### config.mk
export PLATFORM = sky130hd
export DESIGN_NAME = alu_cmd_seq
export DESIGN_NICKNAME = d
export VERILOG_FILES = /design/src/rtl/alu_pkg.sv /design/src/rtl/alu_8bit.sv /design/src/rtl/alu_cmd_seq.sv
export SDC_FILE = /design/constraint.sdc
export NUM_CORES = 1
export LEC_CHECK = 0
export ABC_AREA = 1
export BUFFER_PORTS_ARGS = -buffer_cell sky130_fd_sc_hd__buf_2
export CORE_UTILIZATION = 35
export CTS_BUF_LIST = sky130_fd_sc_hd__clkbuf_2 sky130_fd_sc_hd__clkbuf_4 sky130_fd_sc_hd__clkbuf_8
export DETAILED_ROUTE_END_ITERATION = 7
export GPL_TIMING_DRIVEN = 0
export PLACE_DENSITY_LB_ADDON = 0.2
export SYNTH_ARGS = -nofsm -noshare
export SYNTH_HDL_FRONTEND = slang
export SYNTH_SLANG_ARGS = --single-unit
### constraint.sdc
create_clock -name clk -period 6.6 [get_ports clk]
set_input_delay 1.32 -clock clk [delete_from_list [all_inputs] [get_ports clk]]
set_output_delay 1.32 -clock clk [all_outputs]
set_load 0.1 [all_outputs]
### src/rtl/alu_pkg.sv
`default_nettype none
// +----------------------------------------------------------------------------+
// | alu_pkg : shared opcodes, FSM state type and result width for alu_cmd_seq  |
// | Revision: 1.0                                                              |
// +----------------------------------------------------------------------------+
package alu_pkg;

  localparam int RESULT_W = 8;
  localparam int OP_W     = 3;

  localparam logic [OP_W-1:0] OP_ADD = 3'b000;
  localparam logic [OP_W-1:0] OP_SUB = 3'b001;
  localparam logic [OP_W-1:0] OP_MUL = 3'b010;
  localparam logic [OP_W-1:0] OP_AND = 3'b011;
  localparam logic [OP_W-1:0] OP_OR  = 3'b100;
  localparam logic [OP_W-1:0] OP_NOT = 3'b101;
  localparam logic [OP_W-1:0] OP_SHL = 3'b110;
  localparam logic [OP_W-1:0] OP_SHR = 3'b111;

  typedef enum logic [1:0] {
    ST_IDLE = 2'd0,
    ST_EXEC = 2'd1,
    ST_HOLD = 2'd2
  } state_t;

endpackage
`default_nettype wire

### src/rtl/alu_8bit.sv
`default_nettype none
// +----------------------------------------------------------------------------+
// | alu_8bit : combinational 8-bit ALU, truncating arithmetic, logical shifts  |
// | Revision: 1.0                                                              |
// +----------------------------------------------------------------------------+
module alu_8bit
  import alu_pkg::*;
(
  input  logic [RESULT_W-1:0] a,
  input  logic [RESULT_W-1:0] b,
  input  logic [OP_W-1:0]     sel,
  output logic [RESULT_W-1:0] result
);

  always_comb begin
    result = '0;
    case (sel)
      OP_ADD:  result = a + b;
      OP_SUB:  result = a - b;
      OP_MUL:  result = a * b;
      OP_AND:  result = a & b;
      OP_OR:   result = a | b;
      OP_NOT:  result = ~a;
      OP_SHL:  result = a << 1;
      OP_SHR:  result = a >> 1;
      default: result = '0;
    endcase
  end

endmodule
`default_nettype wire

### src/rtl/alu_cmd_seq.sv
`default_nettype none
// +----------------------------------------------------------------------------+
// | alu_cmd_seq : command FIFO feeding a registered ALU with valid/ready output |
// | Optional flags out_zero/out_carry built only when ALU_FLAGS_EN is defined.  |
// | Revision: 1.0                                                              |
// +----------------------------------------------------------------------------+
module alu_cmd_seq
  import alu_pkg::*;
#(
  parameter int FIFO_DEPTH = 4
) (
  input  logic                clk,
  input  logic                rst,
  input  logic                in_valid,
  output logic                in_ready,
  input  logic [RESULT_W-1:0] in_A,
  input  logic [RESULT_W-1:0] in_B,
  input  logic [OP_W-1:0]     in_sel,
  output logic                out_valid,
  input  logic                out_ready,
  output logic [RESULT_W-1:0] out_result
`ifdef ALU_FLAGS_EN
  ,
  output logic                out_zero,
  output logic                out_carry
`endif
);

  localparam int AW    = $clog2(FIFO_DEPTH);
  localparam int CMD_W = OP_W + 2 * RESULT_W;

  logic [CMD_W-1:0]    r_fifo_mem [FIFO_DEPTH];
  logic [AW:0]         r_wr_ptr;
  logic [AW:0]         r_rd_ptr;
  logic                w_full;
  logic                w_empty;
  logic                w_push;
  logic                w_pop;
  logic [CMD_W-1:0]    w_head;
  state_t              r_state;
  logic [RESULT_W-1:0] r_op_a;
  logic [RESULT_W-1:0] r_op_b;
  logic [OP_W-1:0]     r_op_sel;
  logic [RESULT_W-1:0] w_alu_result;

  // Full/empty depend only on registered pointers, so in_ready has no path from the ports.
  assign w_full   = (r_wr_ptr[AW] != r_rd_ptr[AW]) && (r_wr_ptr[AW-1:0] == r_rd_ptr[AW-1:0]);
  assign w_empty  = (r_wr_ptr == r_rd_ptr);
  assign in_ready = !w_full;
  assign w_push   = in_valid && !w_full;
  assign w_pop    = !w_empty && ((r_state == ST_IDLE) || ((r_state == ST_HOLD) && out_ready));
  assign w_head   = r_fifo_mem[r_rd_ptr[AW-1:0]];

  always_ff @(posedge clk) begin
    if (rst) begin
      r_wr_ptr <= '0;
      r_rd_ptr <= '0;
    end else begin
      if (w_push) r_wr_ptr <= r_wr_ptr + (AW+1)'(1);
      if (w_pop)  r_rd_ptr <= r_rd_ptr + (AW+1)'(1);
    end
  end

  always_ff @(posedge clk) begin
    if (w_push) r_fifo_mem[r_wr_ptr[AW-1:0]] <= {in_sel, in_A, in_B};
  end

  alu_8bit u_alu (
    .a      (r_op_a),
    .b      (r_op_b),
    .sel    (r_op_sel),
    .result (w_alu_result)
  );

`ifdef ALU_FLAGS_EN
  logic w_carry;

  always_comb begin
    w_carry = 1'b0;
    case (r_op_sel)
      OP_ADD:  w_carry = ({1'b0, r_op_a} + {1'b0, r_op_b}) > {1'b0, {RESULT_W{1'b1}}};
      OP_SUB:  w_carry = r_op_a < r_op_b;
      OP_MUL:  w_carry = ({{RESULT_W{1'b0}}, r_op_a} * {{RESULT_W{1'b0}}, r_op_b})
                         > {{RESULT_W{1'b0}}, {RESULT_W{1'b1}}};
      OP_SHL:  w_carry = r_op_a[RESULT_W-1];
      OP_SHR:  w_carry = r_op_a[0];
      default: w_carry = 1'b0;
    endcase
  end
`endif

  always_ff @(posedge clk) begin
    if (rst) begin
      r_state    <= ST_IDLE;
      r_op_a     <= '0;
      r_op_b     <= '0;
      r_op_sel   <= '0;
      out_valid  <= 1'b0;
      out_result <= '0;
`ifdef ALU_FLAGS_EN
      out_zero   <= 1'b0;
      out_carry  <= 1'b0;
`endif
    end else begin
      case (r_state)
        ST_IDLE: begin
          if (!w_empty) begin
            {r_op_sel, r_op_a, r_op_b} <= w_head;
            r_state                    <= ST_EXEC;
          end
        end
        ST_EXEC: begin
          out_result <= w_alu_result;
          out_valid  <= 1'b1;
`ifdef ALU_FLAGS_EN
          out_zero   <= (w_alu_result == '0);
          out_carry  <= w_carry;
`endif
          r_state    <= ST_HOLD;
        end
        ST_HOLD: begin
          if (out_ready) begin
            out_valid <= 1'b0;
            if (!w_empty) begin
              {r_op_sel, r_op_a, r_op_b} <= w_head;
              r_state                    <= ST_EXEC;
            end else begin
              r_state <= ST_IDLE;
            end
          end
        end
        default: r_state <= ST_IDLE;
      endcase
    end
  end

endmodule
`default_nettype wire

# [Word level (Yosys, flattened, before mapping)]
# Memory sizes are Yosys's and may differ from the RTL's. A register that Yosys moved wholly into a read port is not among the register bits.
# Cells that the tools add are included.
[word_totals] reg_bits=36 ramBits=76 inputBits=23 out_inout_bits=10 word_cells=65 mem_count=1
[mem_list] name="r_fifo_mem" words=4 width=19 read_ports=1 rd_ports_with_merged_regs=1 write_ports=1 line="alu_cmd_seq.sv:32" rtl="logic [CMD_W-1:0] r_fifo_mem [FIFO_DEPTH];"
[classes] addsub=4 multipliers=1 eq_ne=14 muxes=20 bitwise=3 n_reduce_logical=14
[ops] cell="one-hot mux 8 bit (8 select lines)" count=1
[ops] cell="two-way mux 8 bit" count=4
[ops] cell="one-hot mux 8 bit (2 select lines)" count=2
[ops] cell="equality test 3 bit, second input constant" count=4
[ops] cell="adder 8 bit" count=1
[ops] cell="bitwise AND 8 bit" count=1
[ops] cell="multiplier 8 x 8 -> 8 bit" count=1
[ops] cell="two-way mux 2 bit" count=4
[ops] cell="NOT 8 bit" count=1
[ops] cell="OR 8 bit" count=1
[ops] cell="subtractor 8 bit" count=1
[ops] cell="adder 3 x 1 -> 3 bit, second input constant" count=2
[ops] cell="equality test 3 x 2 -> 1 bit, second input constant" count=2
[ops] cell="two-way mux 3 bit" count=2
[ops] cell="one-hot mux 2 bit (3 select lines)" count=1
[ops] cell="one-hot mux 3 bit (2 select lines)" count=1
[ops] cell="AND reduction 2 bit" count=3
[ops] cell="logical AND 1 bit" count=4
[ops] cell="two-way mux 1 bit" count=4
[ops] cell="!= test 2 bit, second input constant" count=2
[ops] cell="nonzero test 2 bit" count=2
[ops] cell="equality test 3 x 1 -> 1 bit, second input constant" count=1
[ops] cell="equality test 3 bit" count=1
[ops] cell="zero test 3 bit" count=1
[ops] cell="other kinds (8)" count=9

# [Longest topological paths before layout]
# Gate-level depths: netlist (run 1).
[logic_depth] word_depth=6 mapped_depth=25 mapped_depth_nobuf=24

# [Hierarchy]
# Synthesis (run 1) repeated with hierarchy kept, for this count alone.
[unflattened] cells_unflattened=781 area_unflattened_um2=6537.5
[by_module_without_submodules] mod="alu_cmd_seq" instances=1 cells_per_inst=441 area_each_um2=4538.1 seq_area_each_um2=3042.9
[by_module_without_submodules] mod="alu_8bit" instances=1 cells_per_inst=340 area_each_um2=1999.4 seq_area_each_um2=0.0

# [Least setup slack after synthesis (run 1)]
# Ideal clock, no wire load.
[synth_timing] path_kind="flip-flop to flip-flop" start="reg r_op_a[3]" end="reg out_result[7]" setup_time_ps=67 arrival_time_ps=3665 required_ps=6533 slack_ps=2868 path_stages_with_launch=24 n_path_buf=1 period_less_slack_ps=3732 cell_sequence="dfxtp_1 > buf_2 > nand2_1 > fa_1 > inv_1 > ha_1 > inv_1 > fa_1 > fa_1 > inv_1 > ha_1 > a21oi_1 > nand2_1 > nand2_1 > nand2_1 > nand2_1 > nand2_1 > inv_1 > nand3_1 > nand2_1 > nand2_1 > nand2_1 > nand3_1 > a21oi_2"
[synth_via] elab_chain_len=2 word_cells_on_any_way=4 cone_classes="2 x add/sub; 1 x mul; 1 x mux"
[synth_rtl] element="from (decl)" line="alu_cmd_seq.sv:41" rtl="logic [RESULT_W-1:0] r_op_a;"
[synth_rtl] element="from (signal assigned)" line="alu_cmd_seq.sv:108" rtl="{r_op_sel, r_op_a, r_op_b} <= w_head;"
[synth_rtl] element="from (signal assigned)" line="alu_cmd_seq.sv:125" rtl="{r_op_sel, r_op_a, r_op_b} <= w_head;"
[synth_rtl] element="multiplier 8 x 8 -> 8 bit, or another cell as far along" line="alu_8bit.sv:20" rtl="OP_MUL: result = a * b;"
[synth_rtl] element="one-hot mux 8 bit (8 select lines) (*)" line="alu_8bit.sv:17" rtl="case (sel)"
[synth_rtl] element="to (signal assigned)" line="alu_cmd_seq.sv:113" rtl="out_result <= w_alu_result;"
[synth_rtl] element="to (decl)" line="alu_cmd_seq.sv:21" rtl="output logic [RESULT_W-1:0] out_result"
# Every way passes the cells marked *; elsewhere a longest branch is shown, timed or not.
# A chain may end at the register's enable or synchronous reset.

# [Worst setup path after layout (run 1)]
# Ends and elaborated chain as after synthesis.

==> impl_metrics.env, run 1 <==
export IMPL_antenna_left=0
export IMPL_end_kind="register"
export IMPL_synth_async_reset_ratio_pct=0
export IMPL_reg2reg_to="out_result[7]$_SDFFE_PP0P_"
export IMPL_yosysMostFrequentCell="nand2_1"
export IMPL_max_freq_mhz=233.5
export IMPL_ys_warn_count=0
export IMPL_vias_per_cell=4.967
export IMPL_dpl_worst_slack_ps=2300
export IMPL_via_count=4868
export IMPL_syn_inst=689
export IMPL_synth_distinct_cells=42
export IMPL_slew_headroom_pct=54.92
export IMPL_grt_overflow=0
export IMPL_cts_root_buf="clkbuf_8"
export IMPL_p_total_mw=3.224
export IMPL_worstPathRequired_ps=6960
export IMPL_post_cts_buffers=0
export IMPL_synth_top_family_by_area="simple AND/OR/NAND/NOR gates"
export IMPL_path_delay_family="adder cells"
export IMPL_ir_worst_vdd_mv=0.1725
export IMPL_cp_arrival_ps=4650
export IMPL_netlist_top_cells_count="nand2_1, nor2_1, inv_1, edfxtp_1, o21ai_0"
export IMPL_design_core_area_um2=17300
export IMPL_grt_pass1_wl_um=25050
export IMPL_routed_wirelength_um=15990
export IMPL_avgSynthCellArea_um2=8.969
export IMPL_utilization_pct=40.75
export IMPL_critPathKind="reg -> reg"
export IMPL_fin_worst_skew_ps=11.70
export IMPL_cp_slowest_cell="fa_1"
export IMPL_reg2reg_from="r_op_a[3]$_SDFFE_PP0P_"
export IMPL_max_cap_violations=0
export IMPL_path_max_fanout=10
export IMPL_synthAdderAreaFrac_pct=10.49
export IMPL_grt_max_degree=17
export IMPL_nets=810
export IMPL_worstMarginPinSlew_ps=676.2
export IMPL_antenna_found_initial=0
export IMPL_cts_htree_levels=4
export IMPL_placement_io_buffers=31
export IMPL_min_delay_start="out_valid$_SDFFE_PP0P_"
export IMPL_synth_compound_area_share_pct=13.97
export IMPL_synth_edf_count=76
export IMPL_grt_setup_unrepaired="false"
export IMPL_p_per_area_nw_per_um2=457.5
export IMPL_crit_chain="buf_2 -> nand2_1 -> fa_1 -> inv_1 -> ha_1 -> inv_1 -> fa_1 -> fa_1 -> inv_1 -> ha_1 -> a21oi_1 -> nand2_1 -> nand2_1 -> nand2_1 -> nand2_1 -> nand2_1 -> inv_1 -> nand3_1 -> nand2_1 -> nand2_1 -> nand2_1 -> nand3_1 -> a21oi_2"
export IMPL_drtIter0Drc=259
export IMPL_cp_slowest_stage_delay_ps=540
export IMPL_critPathBufInv=5
export IMPL_die_x_um=134.9
export IMPL_finalCritPeriodShare_pct=64.90
export IMPL_tns_ps=0
export IMPL_slew_viol_final=0
export IMPL_p_leak_nw=3.016
export IMPL_ys_seq_elements=114
export IMPL_diodes=0
export IMPL_die_area_um2=18190
export IMPL_hold_path_depth=2
export IMPL_synthFlopType="edfxtp_1"
export IMPL_rrSetupSlack_ps=2320
export IMPL_start_kind="register"
export IMPL_synth_xor_area_share_pct=1.964
export IMPL_reg2regPathDepth=23
export IMPL_track_usage_pct=18.51
export IMPL_tritoncts="done"
export IMPL_area_growth_pct=14.05
export IMPL_dp_final_hpwl_um=11650
export IMPL_clock_latency_ps=430
export IMPL_period_needed_ps=4283
export IMPL_yosys_area_share_simple_pct=15.63
export IMPL_drive_above_1_share_pct=14.17
export IMPL_netlist_area_um2=6180
export IMPL_drcViolationCount=0
export IMPL_cp_common_cell="nand2_1"
export IMPL_ys_seq_area_share_pct=49.24
export IMPL_globalplace_congestion=0.8765
export IMPL_row_count=48
export IMPL_ctsResizeCount=0
export IMPL_holdBufCountCts=0
export IMPL_setup_viol=0
export IMPL_synthMuxAreaShare_pct=0
export IMPL_syn_nets=756
export IMPL_path_clk_slew_ps=70
export IMPL_synth_top_cells_by_area="edfxtp_1, dfxtp_1, ha_1"
export IMPL_yosysTopAreaCell="edfxtp_1"
export IMPL_outcome="complete, no violations"
export IMPL_netlist_area_leader_share_pct=36.93
export IMPL_worst_slack_ps=2317
export IMPL_numCtsBuffers=17
export IMPL_cts_buffer_depth=2
export IMPL_hold_class="reg -> reg"
export IMPL_io_pins=33
export IMPL_die_h_um=134.9
export IMPL_worst_hold_path_endpoint="out_valid$_SDFFE_PP0P_"
export IMPL_drt_first_pass_iters=5
export IMPL_clkSinkCount=114
export IMPL_grt_pass1_vias=4922
export IMPL_finalHoldViolations=0
export IMPL_wl_per_cell_um=16.31
export IMPL_initial_utilization_pct=35.73
worst max-delay path by stage:
stage,start,cells past startpoint,end,slack [ps]
5_1_grt,r_op_a[3]$_SDFFE_PP0P_,23,out_result[7]$_SDFFE_PP0P_,2020
2_1_floorplan,r_op_a[3]$_SDFFE_PP0P_,23,out_result[7]$_SDFFE_PP0P_,2870
3_3_place_gp,r_op_a[3]$_SDFFE_PP0P_,23,out_result[7]$_SDFFE_PP0P_,2320
3_5_place_dp,r_op_a[3]$_SDFFE_PP0P_,23,out_result[7]$_SDFFE_PP0P_,2300
6_report,r_op_a[3]$_SDFFE_PP0P_,23,out_result[7]$_SDFFE_PP0P_,2320
4_1_cts,r_op_a[3]$_SDFFE_PP0P_,23,out_result[7]$_SDFFE_PP0P_,2270
worst reg2reg max path: cells and delay by family (launching register included):
family	cells	cell delay (ps)
AND/OR/NAND/NOR	11	860
buffers and inverters	5	460
adder cells (fa/ha/maj)	5	2180
AO/OA/AOI/OAI	2	350
flip-flops	1	360
sequential cells by signal (all words and copies together) (netlist names), named ones only:
name / count
r_op_sel: 3
r_op_b: 8
r_state: 2
r_op_a: 8
r_rd_ptr: 3
r_wr_ptr: 3
out_valid: 1
out_result: 8
r_fifo_mem: 76
metrics by stage:
step                cells  area, µm²  hold slack, ps
finish                980       7048           461.1
global placement      945       6616           446.2
floorplan             689       6180           435.0
CTS                   980       7048           465.6
detailed placement    949       6699           455.4
global route          980       7048           475.5
final cells by class:
| cell class | instances | area (µm²) |
|---|---|---|
| Buffer | 29 | 162.7 |
| Clock buffer | 19 | 255.2 |
| Clock inverter | 12 | 93.84 |
| Fill cell | 1750 | 10250 |
| Inverter | 100 | 375.4 |
| Multi-Input combinational cell | 446 | 2609 |
| Sequential cell | 114 | 3043 |
| Tap cell | 225 | 281.5 |
| Timing Repair Buffer | 35 | 227.7 |
report_power, final:
group          total (mW)  switching (mW)  internal (mW)
Sequential          0.974          0.0964          0.878
Clock               0.578           0.275          0.303
Combinational        1.67            1.16          0.514
cells in the final DEF, fill, tap and decap left out, types with 3 or more instances in the layout:
| cell | instances |
|---|---|
| a211oi_1 | 5 |
| a21oi_1 | 29 |
| a31oi_1 | 22 |
| buf_2 | 41 |
| buf_4 | 3 |
| buf_6 | 4 |
| buf_8 | 3 |
| clkbuf_1 | 10 |
| clkbuf_8 | 18 |
| clkinv_1 | 5 |
| clkinv_2 | 4 |
| dfxtp_1 | 38 |
| edfxtp_1 | 76 |
| fa_1 | 13 |
| ha_1 | 31 |
| inv_1 | 86 |
| inv_2 | 12 |
| nand2_1 | 101 |
| nand3_1 | 25 |
| nand3_2 | 3 |
| nor2_1 | 89 |
| nor2_2 | 5 |
| nor3_1 | 3 |
| o21ai_0 | 68 |
| o21ai_1 | 13 |
| o22ai_1 | 6 |
| xnor2_1 | 3 |
| xor2_1 | 9 |
logic make-up (layout without fill, tap and decap cells):
logic type / after synthesis / after routing
AO/OA/AOI/OAI: 155 / 155
XOR/XNOR: 13 / 13
adder cells (fa/ha/maj): 44 / 44
buffers and inverters: 129 / 195
flip-flops: 114 / 114
AND/OR/NAND/NOR: 234 / 234
layer usage:
| layer | GRT usage [%] | wire length (µm) | share of wire [%] |
|---|---|---|---|
| met1 | 21.19 | 6841 | 43 |
| met2 | 33.56 | 8244 | 52 |
| met3 | 3.641 | 563 | 3.5 |
| met4 | 7.615 | 335 | 2.1 |
| met5 | 0 | 0 | 0 |
(Power assumes the default switching activity.)
==> run 2: changes to the inputs <==
==> constraint.sdc (replaced) <==
create_clock -name clk -period 3.8 [get_ports clk]
set_input_delay 0.76 -clock clk [delete_from_list [all_inputs] [get_ports clk]]
set_output_delay 0.76 -clock clk [all_outputs]
set_load 0.1 [all_outputs]
==> run 2 against run 1 <==
Critical path depth is 1 lower. Combinational power is 83% higher. Design area is 3.5% higher. Routed wire length is 2.1% higher. Register-to-register slack worse by 2300 ps. First-iteration DRC count is 17% higher. Clock skew is 4.4 ps higher. Fmax is 14% higher.
==> impl_metrics.env, run 2 (synthesized netlist as in run 1, its figures left out) <==
export IMPL_outcome="complete, no violations"
export IMPL_antenna_found_initial=0
export IMPL_critPathKind="reg -> reg"
export IMPL_via_count=4985
export IMPL_fillers=1750
export IMPL_io_pins=33
export IMPL_antenna_left=0
export IMPL_placed_area_um2=6699
export IMPL_hold_class="reg -> reg"
export IMPL_vias_per_cell=5.010
export IMPL_drtIter0Drc=304
export IMPL_worstPathRequired_ps=4160
export IMPL_grt_pass1_vias=4896
export IMPL_max_freq_mhz=266.5
export IMPL_die_x_um=134.9
export IMPL_worst_slack_ps=48.32
export IMPL_cts_root_buf="clkbuf_8"
export IMPL_slew_viol_final=0
export IMPL_clock_latency_ps=430
export IMPL_path_max_fanout=7
export IMPL_worstMarginPinSlew_ps=664.1
export IMPL_tritoncts="done"
export IMPL_routed_wirelength_um=16320
export IMPL_grt_setup_unrepaired="true"
export IMPL_cp_arrival_ps=4110
export IMPL_grt_max_degree=17
export IMPL_fin_worst_skew_ps=16.09
export IMPL_numCtsBuffers=17
export IMPL_slew_headroom_pct=55.73
export IMPL_max_cap_violations=0
export IMPL_layout_commonest_cell="nand2_1"
export IMPL_final_cells=995
export IMPL_design_core_area_um2=17300
export IMPL_diodes=0
export IMPL_largest_reg_flops=76
export IMPL_utilization_pct=42.17
export IMPL_finish_instance_area_um2=7295
export IMPL_track_usage_pct=18.76
export IMPL_holdBufCountCts=0
export IMPL_wl_per_cell_um=16.40
export IMPL_grt_pass1_wl_um=25410
export IMPL_area_growth_pct=18.04
export IMPL_initial_utilization_pct=35.73
export IMPL_end_kind="register"
export IMPL_drcViolationCount=0
export IMPL_hold_path_depth=2
export IMPL_ff_latch_area_um2=3063
export IMPL_nets=825
export IMPL_dpl_cell_count=949
export IMPL_period_needed_ps=3752
export IMPL_p_total_mw=5.814
export IMPL_row_count=48
export IMPL_hold_ws_ps=461.2
export IMPL_finalHoldViolations=0
export IMPL_drive_above_1_share_pct=20.39
export IMPL_die_area_um2=18190
export IMPL_drt_first_pass_iters=5
export IMPL_cts_htree_levels=4
export IMPL_cts_buffer_depth=2
export IMPL_ir_worst_vdd_mv=0.3144
export IMPL_start_kind="register"
export IMPL_tns_ps=0
export IMPL_layout_common_cells="nand2_1, nor2_1, inv_1, edfxtp_1, o21ai_0"
export IMPL_finalCritPeriodShare_pct=98.73
export IMPL_setup_viol=0
export IMPL_dp_final_hpwl_um=11650
export IMPL_path_clk_slew_ps=70
export IMPL_multiInputGateArea_um2=2716
export IMPL_grt_overflow=0
export IMPL_globalplace_congestion=0.8765
export IMPL_clkSinkCount=114
export IMPL_die_h_um=134.9
export IMPL_p_per_area_nw_per_um2=797.1
export IMPL_placement_io_buffers=31
export IMPL_reg2regPathDepth=22
export IMPL_p_leak_nw=3.105
export IMPL_dpl_worst_slack_ps=-499.9
-- run 2: final cells by class --
cell class | count | share of cell area, %
sequential | 114 | 41.99
clock inverter | 12 | 1.286
inverter | 100 | 5.146
buffer | 23 | 1.698
timing repair buffer | 56 | 5.283
clock buffer | 19 | 3.499
multi-input combinational | 446 | 37.24
tap | 225 | 3.859
-- run 2: path summary, 6_finish.rpt --
path                                              from                    endpoint  slack, ps
worst max-delay path            r_op_a[1]$_SDFFE_PP0P_  out_result[7]$_SDFFE_PP0P_         50
worst min-delay path            out_valid$_SDFFE_PP0P_      out_valid$_SDFFE_PP0P_        460
worst max register to register  r_op_a[1]$_SDFFE_PP0P_  out_result[7]$_SDFFE_PP0P_         50
worst min register to register  out_valid$_SDFFE_PP0P_      out_valid$_SDFFE_PP0P_        460
-- run 2: what timing repair did --
item | CTS | global route
pin swaps | 6 | 16
resized for setup | 26 | 27
endpoints found under the setup margin | 3 | 3
setup buffers | 9 | 12
gates cloned | 0 | 0
-- run 2: critical path, stage by stage, from the launching register on --
cell,delay (ps)
dfxtp_4,380
nand2_2,60
inv_2,40
fa_2,380
inv_2,70
fa_1,440
fa_1,510
fa_1,530
inv_2,50
ha_4,230
a21oi_4,170
nand2_2,70
nand2_2,70
nand2_1,50
nand2_1,60
nand2_2,60
inv_2,50
nand3_2,60
nand2_1,60
nand2_1,50
nand2_1,80
nand3_2,80
a21oi_2,140
-- run 2: report_power, final --
| part | internal [mW] | switching (mW) |
|---|---|---|
| clock network | 0.526 | 0.472 |
| registers | 1.54 | 0.217 |
| logic | 1.02 | 2.05 |
| total | 3.08 | 2.73 |
-- run 2: layer usage --
layer  wire, µm  up-vias  track usage [%]
met1       6948     2415            22.18
li1           -     2450                -
met4        293        0            6.866
met5          0        -                0
met3        546       22            3.679
met2       8530       98            33.59
==> run 3: changes to the inputs <==
--- a/config.mk
+++ b/config.mk
@@ -7,7 +7,7 @@
 export LEC_CHECK = 0
 export ABC_AREA = 1
 export BUFFER_PORTS_ARGS = -buffer_cell sky130_fd_sc_hd__buf_2
-export CORE_UTILIZATION = 35
+export CORE_UTILIZATION = 57
 export CTS_BUF_LIST = sky130_fd_sc_hd__clkbuf_2 sky130_fd_sc_hd__clkbuf_4 sky130_fd_sc_hd__clkbuf_8
 export DETAILED_ROUTE_END_ITERATION = 7
 export GPL_TIMING_DRIVEN = 0
==> run 3 against run 2 <==
Clock skew decreased by 2.6 ps. Critical path depth increased by 1. Largest power group unchanged. Design area about the same. Non-clock buffer count increased by 2. First-iteration DRC count increased by 39%. Highest routed layer unchanged.
==> impl_metrics.env, run 3 (synthesized netlist as in run 1, its figures left out) <==
export IMPL_layout_commonest_cell="nand2_1"
export IMPL_max_freq_mhz=264.6
export IMPL_largest_reg_flops=76
export IMPL_reg2reg_to="out_result[7]$_SDFFE_PP0P_"
export IMPL_tritoncts="done"
export IMPL_die_area_um2=11260
export IMPL_track_usage_pct=28.42
export IMPL_initial_utilization_pct=59.33
export IMPL_cts_htree_levels=4
export IMPL_cp_slowest_cell="fa_1"
export IMPL_critPathLaunch="r_op_b[3]$_SDFFE_PP0P_"
export IMPL_fillers=807
export IMPL_crit_chain="buf_8 -> nand2_4 -> fa_1 -> inv_2 -> ha_4 -> inv_2 -> fa_1 -> fa_1 -> inv_2 -> ha_4 -> a21oi_4 -> nand2_1 -> nand2_1 -> nand2_1 -> nand2_1 -> nand2_1 -> inv_1 -> nand3_1 -> nand2_1 -> nand2_1 -> nand2_1 -> nand3_2 -> a21oi_2"
export IMPL_p_leak_nw=3.152
export IMPL_antenna_found_initial=0
export IMPL_die_x_um=106.1
export IMPL_routed_wirelength_um=15310
export IMPL_end_kind="register"
export IMPL_tns_ps=0
export IMPL_clock_latency_ps=420
export IMPL_grt_pass1_vias=4976
export IMPL_reg2reg_from="r_op_b[3]$_SDFFE_PP0P_"
export IMPL_worstPathRequired_ps=4160
export IMPL_cts_buffer_depth=2
export IMPL_area_growth_pct=18.02
export IMPL_design_core_area_um2=10420
export IMPL_grt_setup_unrepaired="true"
export IMPL_clkSinkCount=114
export IMPL_finalCritPeriodShare_pct=99.47
export IMPL_vias_per_cell=5.575
export IMPL_drt_first_pass_iters=5
export IMPL_cp_slowest_stage_delay_ps=530
export IMPL_max_cap_violations=0
export IMPL_drtIter0Drc=424
export IMPL_nets=827
export IMPL_drcViolationCount=0
export IMPL_placement_io_buffers=31
export IMPL_globalplace_congestion=0.8974
export IMPL_path_max_fanout=5
export IMPL_slew_headroom_pct=54.39
export IMPL_layout_common_cells="nand2_1, nor2_1, inv_1, edfxtp_1, o21ai_0"
export IMPL_path_clk_slew_ps=80
export IMPL_start_kind="register"
export IMPL_cts_root_buf="clkbuf_8"
export IMPL_fin_worst_skew_ps=13.45
export IMPL_die_h_um=106.1
export IMPL_period_needed_ps=3780
export IMPL_grt_max_degree=17
export IMPL_via_count=5068
export IMPL_grt_pass1_wl_um=24070
export IMPL_cp_arrival_ps=4140
export IMPL_numCtsBuffers=17
export IMPL_critPathKind="reg -> reg"
export IMPL_ir_worst_vdd_mv=0.5117
export IMPL_p_total_mw=5.974
export IMPL_wl_per_cell_um=16.84
export IMPL_row_count=37
export IMPL_worstMarginPinSlew_ps=683.4
export IMPL_cp_common_cell="nand2_1"
export IMPL_rrSetupSlack_ps=20
export IMPL_drive_above_1_share_pct=21.22
export IMPL_antenna_left=0
export IMPL_setup_viol=0
export IMPL_slew_viol_final=0
export IMPL_crit_end="out_result[7]$_SDFFE_PP0P_"
export IMPL_outcome="complete, no violations"
export IMPL_p_per_area_nw_per_um2=819.1
export IMPL_diodes=0
export IMPL_grt_overflow=0
export IMPL_io_pins=33
export IMPL_hold_class="reg -> reg"
export IMPL_reg2regPathDepth=23
export IMPL_dp_final_hpwl_um=10680
export IMPL_finalHoldViolations=0
[run 3: critical path, delay by kind of cell (launching register included)]
| kind | cells | cell delay (ps) |
|---|---|---|
| and+or+nand+nor | 11 | 750 |
| adders and majority gates | 5 | 2030 |
| AOI/OAI and AO/OA | 2 | 290 |
| DFF | 1 | 360 |
| buffers and inverters | 5 | 310 |
[run 3: area by class of cell]
cell class | instances | area [µm²] | area share [%]
plain buffers | 24 | 132.6 | 1.818
inverters | 100 | 375.4 | 5.147
multi-input cells | 446 | 2734 | 37.48
clock inverters | 15 | 181.4 | 2.488
well taps | 136 | 170.2 | 2.333
clock buffers | 17 | 234.0 | 3.208
repair buffers | 57 | 397.9 | 5.455
flip-flops and latches | 114 | 3068 | 42.07
[run 3: repair_timing]
| action | in CTS | in global routing |
|---|---|---|
| hold buffers | 0 | 0 |
| pin swaps | 9 | 19 |
| gates resized for setup | 26 | 29 |
| buffers inserted | 9 | 12 |
| gates cloned | 0 | 1 |
| setup endpoints to repair | 3 | 3 |
[run 3: worst min path at each step]
stage,from,end,slack (ps),cells after the start
2_1_floorplan,r_state[0]$_SDFFE_PP0P_,r_state[1]$_SDFFE_PP0P_,430,1
4_1_cts,r_state[0]$_SDFFE_PP0P_,r_state[1]$_SDFFE_PP0P_,460,1
3_5_place_dp,r_state[0]$_SDFFE_PP0P_,r_state[1]$_SDFFE_PP0P_,450,1
6_report,r_state[0]$_SDFFE_PP0P_,r_state[1]$_SDFFE_PP0P_,470,1
5_1_grt,out_valid$_SDFFE_PP0P_,out_valid$_SDFFE_PP0P_,480,2
3_3_place_gp,out_valid$_SDFFE_PP0P_,out_valid$_SDFFE_PP0P_,450,2
[run 3: layer usage]
metal / GRT usage (%) / share of wire (%)
met4: 14.68 / 3.0
met2: 48.65 / 50
met3: 4.721 / 5.0
met1: 34.48 / 42
met5: 0 / 0
[run 3: through the flow]
step / setup WS (ps) / util [%] / hold slack (ps) / instance area [µm²] / cells
after CTS: 1.030 / 68.53 / 463.3 / 7138 / 900
after global placement: -380.7 / 62.45 / 446.0 / 6505 / 856
final: 20.10 / 70.02 / 467.1 / 7293 / 909
after global routing: -120.2 / 70.02 / 475.4 / 7293 / 909
after detailed placement: -411.2 / 63.12 / 451.0 / 6575 / 860
after floorplan: 67.93 / - / 435.0 / 6180 / 689
[run 3: power by group]
group	leakage [nW]	switching, mW	internal (mW)	total, mW
Clock	0.197	0.516	0.653	1.17
Sequential	1.02	0.207	1.54	1.75
Combinational	1.94	2.02	1.04	3.06
